==> src/rtl/display_timing_recover_480p.sv <==
// display_timing_recover_480p
//
// Recovers the pixel position from a raw DVI/VGA-style hsync/vsync/de stream
// in the pixel clock domain. The block checks the active width, the line
// period and the active line count against nominal values. A lock state
// machine asserts `locked` only after LOCK_FRAMES consecutive clean frames.
//
// Ports:
//   clk_pix      pixel clock, the only clock
//   rst          asynchronous, active-high reset
//   hsync        horizontal sync (negative polarity); registered only, not used
//   vsync        vertical sync (negative polarity)
//   de           data enable, high on active pixels
//   sx           horizontal position of the sample taken on the previous edge
//   sy           active-line index within the frame
//   de_o         de delayed to line up with sx/sy
//   line_start   pulse when sx==0
//   frame_start  pulse when sx==0 and sy==0
//   locked       sx/sy are trustworthy
//   timing_err   single-cycle pulse on a failed check while not searching

module display_timing_recover_480p #(
  parameter int H_ACTIVE    = 640,
  parameter int H_TOTAL     = 800,
  parameter int V_ACTIVE    = 480,
  parameter int LOCK_FRAMES = 2
) (
  input  logic       clk_pix,
  input  logic       rst,
  input  logic       hsync,
  input  logic       vsync,
  input  logic       de,
  output logic [9:0] sx,
  output logic [9:0] sy,
  output logic       de_o,
  output logic       line_start,
  output logic       frame_start,
  output logic       locked,
  output logic       timing_err
);

  localparam logic [1:0] ST_SEARCH = 2'd0;
  localparam logic [1:0] ST_CHECK  = 2'd1;
  localparam logic [1:0] ST_LOCKED = 2'd2;

  localparam logic [10:0] H_ACTIVE_W = 11'(H_ACTIVE);
  localparam logic [10:0] H_TOTAL_W  = 11'(H_TOTAL);
  localparam logic [10:0] V_ACTIVE_W = 11'(V_ACTIVE);
  localparam logic [2:0]  LOCK_W     = 3'(LOCK_FRAMES);

  logic        de_q;
  logic        vsync_q;
  logic        hsync_q;
  logic        unused_hsync;
  logic        de_rise;
  logic        de_fall;
  logic        vs_fall;
  logic        boundary;
  logic [10:0] sx_inc;
  logic [10:0] sy_inc;
  logic        width_err;
  logic        period_err;
  logic        count_err;
  logic        any_err;
  logic [1:0]  state;
  logic        vs_seen;
  logic        armed;
  logic        frame_bad;
  logic [2:0]  good_cnt;
  logic [2:0]  good_next;

  // One-cycle delayed copies of the inputs. They reset to the idle levels,
  // so the first sample after reset cannot look like an edge.
  always_ff @(posedge clk_pix or posedge rst) begin
    if (rst) begin
      de_q    <= 1'b0;
      vsync_q <= 1'b1;
      hsync_q <= 1'b1;
    end else begin
      de_q    <= de;
      vsync_q <= vsync;
      hsync_q <= hsync;
    end
  end

  assign unused_hsync = hsync_q;
  assign de_o         = de_q;

  assign de_rise  = de & ~de_q;
  assign de_fall  = ~de & de_q;
  assign vs_fall  = ~vsync & vsync_q;
  assign boundary = de_rise & vs_seen;

  // The "+1" forms are 11 bits wide. This keeps a saturated counter (1023)
  // from wrapping to 0 and passing a check by accident.
  assign sx_inc = {1'b0, sx} + 11'd1;
  assign sy_inc = {1'b0, sy} + 11'd1;

  // The checks look at the register values before this cycle's update.
  // sx+1 is the number of clocks since the last de rise.
  assign width_err  = de_fall & (sx_inc != H_ACTIVE_W);
  assign period_err = de_rise & ~vs_seen & (sx_inc != H_TOTAL_W);
  assign count_err  = boundary & armed & (sy_inc != V_ACTIVE_W);
  assign any_err    = width_err | period_err | count_err;

  assign good_next = good_cnt + 3'd1;

  // Position recovery. A de rise that coincides with a vsync fall still
  // belongs to the old frame, because it uses the old vs_seen value.
  // vs_seen is set only after that rise has been handled.
  always_ff @(posedge clk_pix or posedge rst) begin
    if (rst) begin
      sx          <= 10'd0;
      sy          <= 10'd0;
      line_start  <= 1'b0;
      frame_start <= 1'b0;
      vs_seen     <= 1'b0;
    end else begin
      line_start  <= de_rise;
      frame_start <= boundary;
      if (de_rise) begin
        sx <= 10'd0;
      end else if (sx != 10'h3FF) begin
        sx <= sx + 10'd1;
      end
      if (de_rise) begin
        if (vs_seen) begin
          sy <= 10'd0;
        end else if (sy != 10'h3FF) begin
          sy <= sy_inc[9:0];
        end
      end
      if (vs_fall) begin
        vs_seen <= 1'b1;
      end else if (de_rise) begin
        vs_seen <= 1'b0;
      end
    end
  end

  // Lock state machine. The first frame boundary after leaving SEARCH only
  // arms the line-count check, because the frame it closes was never fully
  // observed. Each later clean boundary counts toward lock.
  always_ff @(posedge clk_pix or posedge rst) begin
    if (rst) begin
      state      <= ST_SEARCH;
      armed      <= 1'b0;
      good_cnt   <= 3'd0;
      frame_bad  <= 1'b0;
      timing_err <= 1'b0;
    end else begin
      timing_err <= 1'b0;
      case (state)
        ST_SEARCH: begin
          armed     <= 1'b0;
          good_cnt  <= 3'd0;
          frame_bad <= 1'b0;
          if (vs_fall) begin
            state <= ST_CHECK;
          end
        end
        ST_CHECK: begin
          if (any_err) begin
            timing_err <= 1'b1;
            frame_bad  <= 1'b1;
            state      <= ST_SEARCH;
          end else if (boundary) begin
            frame_bad <= 1'b0;
            if (!armed) begin
              armed <= 1'b1;
            end else if (!frame_bad) begin
              good_cnt <= good_next;
              if (good_next == LOCK_W) begin
                state <= ST_LOCKED;
              end
            end
          end
        end
        ST_LOCKED: begin
          if (any_err) begin
            timing_err <= 1'b1;
            frame_bad  <= 1'b1;
            state      <= ST_SEARCH;
          end
        end
        default: begin
          state <= ST_SEARCH;
        end
      endcase
    end
  end

  assign locked = (state == ST_LOCKED);

endmodule

==> config.mk <==
export PLATFORM = sky130hd
export DESIGN_NAME = display_timing_recover_480p
export DESIGN_NICKNAME = d
export VERILOG_FILES = /design/src/rtl/display_timing_recover_480p.sv
export SDC_FILE = /design/constraint.sdc
export NUM_CORES = 1
export LEC_CHECK = 0
export CORE_UTILIZATION = 50
export DETAILED_ROUTE_END_ITERATION = 12
export PLACE_DENSITY = 0.77
export SETUP_SLACK_MARGIN = 0.05
export SYNTH_ARGS = -nofsm -noshare
export SYNTH_HDL_FRONTEND = slang
export SYNTH_SLANG_ARGS = --single-unit
==> constraint.sdc <==
create_clock -name clk_pix -period 2.4 [get_ports clk_pix]
set_input_delay 0.6 -clock clk_pix [delete_from_list [all_inputs] [get_ports clk_pix]]
set_output_delay 0.6 -clock clk_pix [all_outputs]
set_load 0.05 [all_outputs]
==> flow_summary.toml <==
[outcome]
status = "finished, final reports clean"

[layout]
diodes = 0
layout-drive-gt1-share = 0.142
area_growth_pct = 25.7
multi_input_area_mm2 = 0.00106
fin_nets = 258
fillers = 332
ff_latch_area_um2 = 831
layoutNonFillerInstCount = 294
stdcell_area_mm2 = 0.00245

[drt]
drt-vias-per-instance = 5.82
firstDrtPassIters = 4
num_vias = 1710
post_drt_wl_per_cell_um = 14.6
routed_wl_um = 4300
drc = 0
ant_nets = 0
drtIter0Drc = 119

[setup_path]
crit_required_ps = 1800
crit_fanout = 7
critPathKind = "register to primary output"
cp.buffers_inverters = 1
crit_path_max_incr_delay_ps = 870
worstSetupStartpointType = "register"
worstPathCellList = "clkdlybuf4s50_1"
reg2reg_from = "sy[0]$_DFFE_PP0P_"
slowest_stage = "clkdlybuf4s50_1"
cp_data_arrival_time_ps = 1680
end_kind = "primary output"
crit_family = "buffers and inverters"
crit_path_start = "sx[7]$_DFFE_PP0P_"

[logic_synthesis]
synth_top_cell_area_share = 0.411
synth.distinct_cells = 46
synth-seq-area-share = 0.424
yosys-top-cells-area = "dfrtp_1 41%, ha_1 5.1%, nand2_1 4.2%, a21oi_1 3.9%, o21ai_0 3.6%"
ys_ff_latch = 33
mappedNetlistNets = 221
syn_area_mm2 = 0.00195
yosysTopAreaCell = "dfrtp_1"
syn_inst = 208
synth_warnings = 0
syn_avg_cell_area_um2 = 9.37

[die]
rows = 22
initial_core_util = 0.528
fp.dieH_um = 64.4
die_x_um = 64.4
core_area_mm2 = 0.00369
fp.dieArea_mm2 = 0.00415
io_pins = 30

[placed_design]
gp_congestion = 0.849
dpl_cell_area_mm2 = 0.00233
dpl.hpwl_um = 2960
dp_slack_ps = 90.7
portBuffers = 28
dp_cells = 286

[global_routing]
first_global_vias = 1678
grt_pass1_wl_um = 7420
grt_max_degree = 34
antenna_found_initial = 0
grt_use_total = 0.234
grt_overflow = 0

[timing]
setup_tns_ps = 0
final.min_clock_period_ps = 2280
rsz0062_at_grt = "false"
worst_pin_slew_ps = 505
max_freq_ghz = 0.439
finalWorstSetupSlack_ps = 121
setup_viol = 0
maxSlewHeadroom = 0.662
drv_slew = 0
finalCritPeriodShare = 0.950
hold_viol_final = 0
finalClockSkew_ps = 7.24

[power_and_ir_drop]
comb_power_share = 0.291
netSwitchingFraction = 0.356
clockPowerShare = 0.283
p_leak_nw = 1.08
power.internal_mw = 1.05
peakVddDrop_mv = 0.482
p_sw_mw = 0.581
power_frac_seq = 0.426
power.density_mw_per_mm2 = 667

[run]
maxCapViolCount = 0

[clock_tree]
post_cts_buffers = 0
cts.path.max_buffers = 2
holdBufCountCts = 0
htreeDepth = 2
cts.repair.resized = 0
cts_root_buffer = "clkbuf_8"
cts.sinks = 33
path_clk_slew_ps = 70
cts_tree = "yes"
cts_buffers = 5
clock_latency_ps = 290

[worst_hold_path]
hp-class = "register to register"
holdCritStartpoint = "good_cnt[2]$_DFFE_PP0P_"
layout make-up:
cell class / instances / share of cell area
Multi-Input combinational cell: 154 / 0.433
Inverter: 14 / 0.0215
Clock buffer: 7 / 0.0393
Clock inverter: 1 / 0.00204
Sequential cell: 33 / 0.339
Tap cell: 48 / 0.0245
Timing Repair Buffer: 37 / 0.141
sequential cells by signal, indices dropped and copies added, names as in the netlist, 2 cells and up:
name / flops
sx: 10
sy: 10
good_cnt: 3
state: 2
cells by family after synthesis:
group | Yosys count | share of synthesized area
buffers and inverters | 21 | 0.0430
and+or+nand+nor | 76 | 0.216
muxes | 4 | 0.0205
DFF | 33 | 0.424
adders and majority gates | 8 | 0.0513
xor gates and xnor gates | 9 | 0.0404
AOI/OAI and AO/OA | 57 | 0.204
cell usage in the layout, fill, tap and decap left out, types with 3 or more instances in the layout:
cell type,Yosys,final
clkbuf_8,0,7
a21oi_1,15,15
buf_4,1,10
nor3_1,4,4
and3_1,3,3
clkdlybuf4s50_1,0,27
nand2_1,22,22
nand4_1,7,7
xnor2_1,5,5
inv_1,14,14
mux2i_1,4,4
xor2_1,4,4
dfrtp_2,0,3
o21ai_0,14,14
nand3_1,8,8
nor2_1,14,14
ha_1,8,8
and4_1,4,4
dfrtp_1,32,29
a31oi_1,7,7
and2_1,3,3
per-stage QoR:
| step | util | power, mW | hold WS (ps) |
|---|---|---|---|
| after global placement | 0.631 | 1.16 | 482 |
| after detailed placement | 0.631 | 1.17 | 505 |
| after global routing | 0.664 | 1.72 | 546 |
| after floorplan | - | 1.03 | 466 |
| final | 0.664 | 1.63 | 510 |
| after CTS | 0.658 | 1.64 | 513 |
synth_stat cells, drive strengths merged:
cell type and n:
o211ai 2, nor2 14, o21bai 1, and4 4
a31oi 7, o22a 1, xnor2 5, clkbuf 5
o31a 1, o21ai 16, mux2i 4, a31o 2
nand4b 1, dfrtp 32, a41oi 1, o311ai 1
a211o 3, buf 2, nand3 10, nor3 4
o211a 1, a41o 1, o31ai 1, a22o 1
nor4 3, inv 14, nand2b 2, dfstp 1
ha 8, and2 3, nand2 22, o41ai 2
a21oi 15, nand4 8, and3 5, xor2 4
a21o 1
metal layers:
metal / track usage / vias to the layer above / part of all wire
li1: - / 839 / -
met1: 0.306 / 828 / 0.46
met2: 0.372 / 38 / 0.49
met3: 0.0563 / 5 / 0.039
met4: 0.0917 / 0 / 0.014
met5: 0 / - / 0
final timing paths:
| path | cells after the start | slack [ps] | to |
|---|---|---|---|
| worst max register to register | 8 | 190 | good_cnt[1]$_DFFE_PP0P_ |
| min in group asynchronous | 3 | 690 | frame_start$_DFF_PP0_ |
| max in group asynchronous | 3 | 1370 | vsync_q$_DFF_PP1_ |
| worst min register to register | 1 | 510 | good_cnt[2]$_DFFE_PP0P_ |
| worst min-delay path | 1 | 510 | good_cnt[2]$_DFFE_PP0P_ |
| worst max-delay path | 1 | 120 | sx[7] |
power by group through the flow:
stage / Sequential, mW / Combinational [mW] / Clock, mW
after floorplan: 0.818 / 0.213 / 0
after global placement: 0.700 / 0.464 / 0
after detailed placement: 0.704 / 0.471 / 0
after CTS: 0.694 / 0.473 / 0.474
after global routing: 0.709 / 0.517 / 0.493
final: 0.696 / 0.475 / 0.462
(Power assumes the default switching activity.)
